<file path="src/rtl/riffa_rx_stream.sv">
// RIFFA RX channel terminator: handshakes a receive transaction and emits its
// data as a valid/ready beat stream through a 2-entry buffer.
module riffa_rx_stream #(
  parameter int DW   = 64,
  parameter int LENW = 32
) (
  input  logic            clk_i,
  input  logic            rst_i,
  input  logic            chnl_rx_i,
  output logic            chnl_rx_ack_o,
  input  logic            chnl_rx_last_i,
  input  logic [LENW-1:0] chnl_rx_len_i,
  input  logic [30:0]     chnl_rx_off_i,
  input  logic [DW-1:0]   chnl_rx_data_i,
  input  logic            chnl_rx_data_valid_i,
  output logic            chnl_rx_data_ren_o,
  output logic            out_val_o,
  output logic [DW-1:0]   out_data_o,
  input  logic            out_rdy_i,
  output logic            busy_o,
  output logic            done_o,
  output logic            err_o
);

  localparam int unsigned L     = DW / 32;
  localparam int unsigned LOG2L = $clog2(L);
  localparam int unsigned TW    = (LOG2L > 0) ? LOG2L : 1;
  localparam int unsigned BW    = LENW + 1;

  localparam logic [2:0] S_IDLE    = 3'd0;
  localparam logic [2:0] S_ACK     = 3'd1;
  localparam logic [2:0] S_DATA    = 3'd2;
  localparam logic [2:0] S_DRAIN   = 3'd3;
  localparam logic [2:0] S_WAITLOW = 3'd4;

  logic [2:0]    state;
  logic [2:0]    state_nx;
  logic [BW-1:0] beats_left;
  logic [BW-1:0] beats_calc;
  logic [TW-1:0] tail;
  logic [TW-1:0] tail_calc;
  logic          err;
  logic [DW-1:0] mem [2];
  logic          wr_ptr;
  logic          rd_ptr;
  logic [1:0]    occ;
  logic          push;
  logic          pop;
  logic          last_beat;
  logic [DW-1:0] push_data;
  logic          unused_last;

  // The last flag carries nothing the length does not already tell us.
  assign unused_last = &{1'b0, chnl_rx_last_i};

  // Widened by one bit so a near-maximal length cannot wrap the round-up.
  assign beats_calc = ({1'b0, chnl_rx_len_i} + BW'(L - 1)) >> LOG2L;
  assign tail_calc  = TW'(chnl_rx_len_i & LENW'(L - 1));

  assign chnl_rx_data_ren_o = (state == S_DATA) && (occ != 2'd2) && (beats_left != '0);
  assign push      = chnl_rx_data_ren_o && chnl_rx_data_valid_i;
  assign last_beat = push && (beats_left == BW'(1));
  assign pop       = (occ != 2'd0) && out_rdy_i;

  assign chnl_rx_ack_o = (state == S_ACK);
  assign busy_o        = (state != S_IDLE);
  assign done_o        = ((state == S_ACK) && (beats_left == '0)) || last_beat;
  assign err_o         = err;
  assign out_val_o     = (occ != 2'd0);
  assign out_data_o    = mem[rd_ptr];

  // Zero the lanes past the transaction length on the final beat.
  always_comb begin
    push_data = chnl_rx_data_i;
    if ((beats_left == BW'(1)) && (tail != '0)) begin
      for (int k = 0; k < int'(L); k++) begin
        if (32'(k) >= 32'(tail)) push_data[k*32 +: 32] = 32'd0;
      end
    end
  end

  always_comb begin
    state_nx = state;
    case (state)
      S_IDLE:    if (chnl_rx_i) state_nx = S_ACK;
      S_ACK:     state_nx = (beats_left != '0) ? S_DATA : S_WAITLOW;
      S_DATA:    if (last_beat) state_nx = S_DRAIN;
      S_DRAIN:   if (occ == 2'd0) state_nx = S_WAITLOW;
      S_WAITLOW: if (!chnl_rx_i) state_nx = S_IDLE;
      default:   state_nx = S_IDLE;
    endcase
  end

  always_ff @(posedge clk_i) begin
    if (rst_i) state <= S_IDLE;
    else       state <= state_nx;
  end

  // Transaction counters, sticky error and the 2-entry beat buffer.
  always_ff @(posedge clk_i) begin
    if (rst_i) begin
      beats_left <= '0;
      tail       <= '0;
      err        <= 1'b0;
      occ        <= 2'd0;
      wr_ptr     <= 1'b0;
      rd_ptr     <= 1'b0;
      mem[0]     <= '0;
      mem[1]     <= '0;
    end else begin
      if ((state == S_IDLE) && chnl_rx_i) begin
        beats_left <= beats_calc;
        tail       <= tail_calc;
        if (chnl_rx_off_i != 31'd0) err <= 1'b1;
      end
      if (push) begin
        beats_left  <= beats_left - BW'(1);
        mem[wr_ptr] <= push_data;
        wr_ptr      <= ~wr_ptr;
      end
      if (pop) rd_ptr <= ~rd_ptr;
      case ({push, pop})
        2'b10:   occ <= occ + 2'd1;
        2'b01:   occ <= occ - 2'd1;
        default: occ <= occ;
      endcase
    end
  end

endmodule

</file>
<file path="config.mk">
export PLATFORM = sky130hd
export DESIGN_NAME = riffa_rx_stream
export DESIGN_NICKNAME = d
export VERILOG_FILES = /design/src/rtl/riffa_rx_stream.sv
export SDC_FILE = /design/constraint.sdc
export NUM_CORES = 1
export LEC_CHECK = 0
export ABC_AREA = 1
export BUFFER_PORTS_ARGS = -buffer_cell sky130_fd_sc_hd__buf_2
export CAP_MARGIN = 20
export CORE_MARGIN = 2
export CORE_UTILIZATION = 60
export DETAILED_ROUTE_END_ITERATION = 8
export GPL_TIMING_DRIVEN = 0
export PLACE_DENSITY = 0.95
export SLEW_MARGIN = 10
export SYNTH_ARGS = -nofsm -noshare
export SYNTH_HDL_FRONTEND = slang
export SYNTH_SLANG_ARGS = --single-unit
</file>
<file path="constraint.sdc">
create_clock -name clk_i -period 5 [get_ports clk_i]
set_clock_uncertainty 0.2 [all_clocks]
set_input_delay 0.5 -clock clk_i [delete_from_list [all_inputs] [get_ports clk_i]]
set_output_delay 0.5 -clock clk_i [all_outputs]
set_load 0.05 [all_outputs]
</file>
# ---- After elaboration in Yosys (flattened, before gate mapping)
# Memory sizes are Yosys's and may differ from the RTL's. A register that Yosys moved wholly into a read port is not among the register bits.
# Cells that the tools add are included.
dict set report op_classes {
  n_addsub 4
  n_mul 0
  n_div 0
  magnitude_cmp 1
  n_eq_ne 12
  shifts 0
  mux 21
  n_bitwise 2
  n_reduce_logical 21
}
# op count
set op_table {}
lappend op_table {{64-bit two-way mux} 2}
lappend op_table {{33-bit two-way mux} 2}
lappend op_table {{64-bit OR reduction} 1}
lappend op_table {{32-bit by 1-bit adder with 33-bit output (second input constant)} 1}
lappend op_table {{33-bit by 1-bit equality test with 1-bit output (second input constant)} 1}
lappend op_table {{33-bit logical NOT} 1}
lappend op_table {{33-bit nonzero test} 1}
lappend op_table {{33-bit by 1-bit subtractor with 33-bit output (second input constant)} 1}
lappend op_table {{32-bit two-way mux} 1}
lappend op_table {{31-bit nonzero test} 1}
lappend op_table {{3-bit two-way mux} 5}
lappend op_table {{3-bit one-hot mux with 5 select lines} 1}
lappend op_table {{2-bit != test (second input constant)} 5}
lappend op_table {{1-bit two-way mux} 9}
lappend op_table {{1-bit logical AND} 8}
lappend op_table {{3-bit by 2-bit equality test with 1-bit output (second input constant)} 2}
lappend op_table {{2-bit nonzero test} 3}
lappend op_table {{2-bit one-hot mux with 2 select lines} 1}
lappend op_table {{4-bit AND reduction} 1}
lappend op_table {{3-bit by 1-bit equality test with 1-bit output (second input constant)} 1}
lappend op_table {{3-bit equality test (second input constant)} 1}
lappend op_table {{3-bit logical NOT} 1}
lappend op_table {{3-bit nonzero test} 1}
lappend op_table {{2-bit by 1-bit adder with 2-bit output (second input constant)} 1}
lappend op_table {{8 further kinds} 9}
dict set report totals {
  reg_bits 42
  latchBits 0
  mem_bits_rw 128
  mem_bits_ro 0
  inputBits 133
  output_inout_bits 70
  wordCells 69
  n_memories 1
}
# memory words word_bits read_ports rd_clocked_by_memory_dff write_ports line
set mem_list {}
lappend mem_list {mem 2 64 1 1 2 43} ;# logic [DW-1:0] mem [2];

# ---- Longest topological paths before layout
dict set report depth {
  ltp_word 9
  ltp_mapped 13
  ltp_nobuf 13
}

# ---- Worst setup path before layout
# No wires, ideal clock.
dict set report synth_path {
  path_kind {reg-to-reg}
  start {register state[2]}
  end {memory mem[0][0], enable pin}
  setup_ns 0.424
  arrival_ns 2.835
  required_ns 4.376
  slack_ns 1.541
  stages_incl_launch_ff 10
  path_buffers 2
  period_less_slack_ns 3.459
  cell_sequence {dfxtp_1 -> nor2_1 -> nand2_1 -> a21oi_1 -> nand3_4 -> nor2_1 -> nand2_1 -> buf_4 -> buf_4 -> nand2_1}
}
# element line
set synth_rtl {}
lappend synth_rtl {{start: declaration} 36} ;# logic [2:0] state;
lappend synth_rtl {{start signal: assignment} 96} ;# else state <= state_nx;
lappend synth_rtl {{end: declaration} 43}

# ---- Worst setup path in the final report
dict set report layout_path {
  start {register beats_left[12]}
  end {output port done_o}
}
dict set report layout_via {
  elab_chain_len 5
  elab_cells_between_ends 8
  classes_between {eq/ne (1); reduce/logical (7)}
}
# element line
set layout_lines {}
lappend layout_lines {{start: declaration} 38} ;# logic [BW-1:0] beats_left;
lappend layout_lines {{start signal: assignment} 112} ;# beats_left <= beats_calc;
lappend layout_lines {{start signal: assignment} 117} ;# beats_left <= beats_left - BW'(1);
lappend layout_lines {{33-bit nonzero test} 60} ;# assign chnl_rx_data_ren_o = (state == S_DATA) && (occ != 2'd2) && (beats_left != '0);
lappend layout_lines {{1-bit logical AND} 60}
lappend layout_lines {{1-bit logical AND} 61} ;# assign push = chnl_rx_data_ren_o && chnl_rx_data_valid_i;
lappend layout_lines {{1-bit logical AND} 62} ;# assign last_beat = push && (beats_left == BW'(1));
lappend layout_lines {{1-bit logical OR (*)} 67} ;# assign done_o = ((state == S_ACK) && (beats_left == '0)) || last_beat;
lappend layout_lines {{end: declaration} 21} ;# output logic done_o,
# Mark *: on every way between the ends. The rest lies on a longest branch, timed or not.

==> results.json <==
{
  "post-route-period-util_pct": 63.6,
  "ios": 203,
  "avgRoutedWirePerCell_um": 18.4,
  "postCtsSetupBuffers": 0,
  "finalSetupViolCount": 0,
  "crit_type": "flop to primary output",
  "first_global_vias": 8426,
  "hold_class": "input pin to flop",
  "rsz0062_at_grt": "no",
  "cp-end-kind": "primary output",
  "drt-initial-drc-count": 891,
  "drv_slew": 0,
  "grt-ovfl-total": 0,
  "antenna_found_initial": 0,
  "syn_inst": 1071,
  "row_count": 45,
  "port_buffers": 201,
  "dieWidth_um": 130,
  "crit_start": "beats_left[12]",
  "clkSinkCount": 171,
  "dp.cells": 1485,
  "crit_required_ns": 4.30,
  "gp_congestion": 0.930,
  "synth_area_leaders": "edfxtp_1, dfxtp_1, mux2_2",
  "layout_commonest_cell": "buf_2",
  "clockBufferDepth": 2,
  "min_from": "rst_i",
  "synth_enable_flop_cells": 128,
  "status": "finished clean",
  "area_delta_synth_final_pct": 20.1,
  "yosysTopAreaCell": "edfxtp_1",
  "syn_area_per_cell_um2": 8.85,
  "power_density_nw_per_um2": 490,
  "fp.dieH_um": 130,
  "viasPerCell": 5.66,
  "ir_worst_vdd_mv": 0.296,
  "instances_no_fill": 1515,
  "nNetsFinal": 1431,
  "stdcell_area_um2": 11400,
  "p_leak_nw": 5.20,
  "grt_max_degree": 34,
  "fin_tns_setup_ns": 0,
  "worst_slew_pin_slew_ns": 0.766,
  "yosys.area.top_type_share_pct": 40.5,
  "clk_pin_slew_ns": 0.06,
  "layout_common_cells": "buf_2, nand2_1, nor2_1",
  "cts_tree": "done",
  "placed_area_um2": 10800,
  "core_area_um2": 15300,
  "fmax_mhz": 314,
  "layout-drive-gt1-share_pct": 28.9,
  "dr.pass1.iters": 7,
  "initial_core_util_pct": 61.9,
  "crit_arrival_ns": 2.48,
  "synthDistinctLibCells": 39,
  "clk_latency_ns": 0.43,
  "dr_total_vias": 8574,
  "hold_violations": 0,
  "cap_viol_max_count": 0,
  "cts_hold_buf": 0,
  "ys_ff_latch": 171,
  "numCtsBuffers": 17,
  "synth-main-ff-cell": "edfxtp_1",
  "die_area_um2": 16800,
  "drc": 0,
  "cts.repair.resized": 0,
  "slew_headroom_pct": 49.0,
  "finalWirelength_um": 27800,
  "critPathMaxFanout": 10,
  "ant_nets": 0,
  "dp_hpwl_um": 19200,
  "r2r_start": "beats_left[12]",
  "diodes": 0,
  "fin_crit_ns": 3.18,
  "grt_pass1_wl_um": 43200,
  "syn-cell-area_um2": 9480,
  "start_kind": "flop",
  "cts_max_level": 4,
  "yosysWarnings": 0,
  "async_flop_share_pct": 0,
  "grt_use_total_pct": 33.7,
  "seq_area_frac_synth_pct": 49.6,
  "synth_fp_nets": 1209,
  "cts_root_buffer": "clkbuf_16"
}
-- flip-flops by register name, summed over array words and instances, names as in the netlist, named ones only --
register / flops
err_o: 1
state: 3
beats_left: 33
tail: 1
wr_ptr: 1
mem: 128
occ: 2
rd_ptr: 1
-- cell type report --
class	instances	area, um2
tap	211	264
inverter	133	500
sequential	171	4700
multi-input combinational	727	4030
fill	1045	3930
clock inverter	11	145
clock buffer	19	433
timing repair buffer	203	1050
buffer	40	258
-- worst max-delay path, stage by stage (launching register included) --
cell and delay [ns]:
dfxtp_1 0.35, nor2_1 0.25, nand2_2 0.14, inv_2 0.12, nand2_1 0.07, nor2_2 0.17
nand2_2 0.11, nand3_4 0.18, buf_2 0.33, o22ai_1 0.10, buf_2 0.22
-- layer usage --
metal / part of all wire [%] / global-route usage, % / vias up / routed length [um]
li1: - / - / 3984 / -
met1: 37 / 39.7 / 4004 / 10400
met2: 50 / 58.9 / 486 / 13900
met3: 7.9 / 6.56 / 100 / 2210
met4: 4.9 / 16.8 / 0 / 1360
met5: 0 / 0 / - / 0
-- stage by stage --
| step | setup slack (ns) | utilization [%] | total power [mW] | hold slack (ns) |
|---|---|---|---|---|
| floorplan | 1.54 | - | 3.60 | 0.226 |
| global placement | 0.530 | 70.2 | 4.11 | 0.235 |
| detailed placement | 2.05 | 70.6 | 4.18 | 0.250 |
| CTS | 1.87 | 74.3 | 5.52 | 0.0984 |
| global route | 1.72 | 74.3 | 5.85 | 0.0999 |
| finish | 1.82 | 74.3 | 5.58 | 0.103 |
-- final timing paths --
| check | cells past startpoint | end | slack [ns] |
|---|---|---|---|
| max | 10 | done_o | 1.82 |
| min | 2 | beats_left[14] | 0.10 |
| max reg2reg | 13 | mem[0][53] | 1.91 |
| min reg2reg | 2 | err_o | 0.26 |
-- cells by family (layout without fill, tap and decap cells) --
| family | Yosys count | after routing | share of synthesized area, % |
|---|---|---|---|
| adder cells (fa/ha/maj) | 5 | 5 | 0.660 |
| multiplexers | 64 | 64 | 7.60 |
| buffers and inverters | 173 | 406 | 8.00 |
| XOR/XNOR | 36 | 36 | 3.33 |
| flip-flops | 171 | 171 | 49.6 |
| AND/OR/NAND/NOR | 527 | 527 | 25.6 |
| AO/OA/AOI/OAI | 95 | 95 | 5.15 |
-- Yosys cell counts (all sizes together) (3+ instances only) --
master,number
nor2,187
nand2,185
inv,132
edfxtp,128
nor3,76
mux2,64
o21ai,54
nand3,48
dfxtp,43
a21oi,35
buf,28
xnor2,19
xor2,17
nand4,14
clkbuf,12
nor4,7
ha,5
nand3b,5
or2,3
-- where the power goes --
part           internal [mW]  switching (mW)  total [mW]
Sequential              1.73           0.173        1.90
Clock                  0.782           0.547        1.33
Combinational          0.704            1.65        2.35
Total                   3.21            2.37        5.58
No activity file was read; power rests on OpenSTA's default activity.
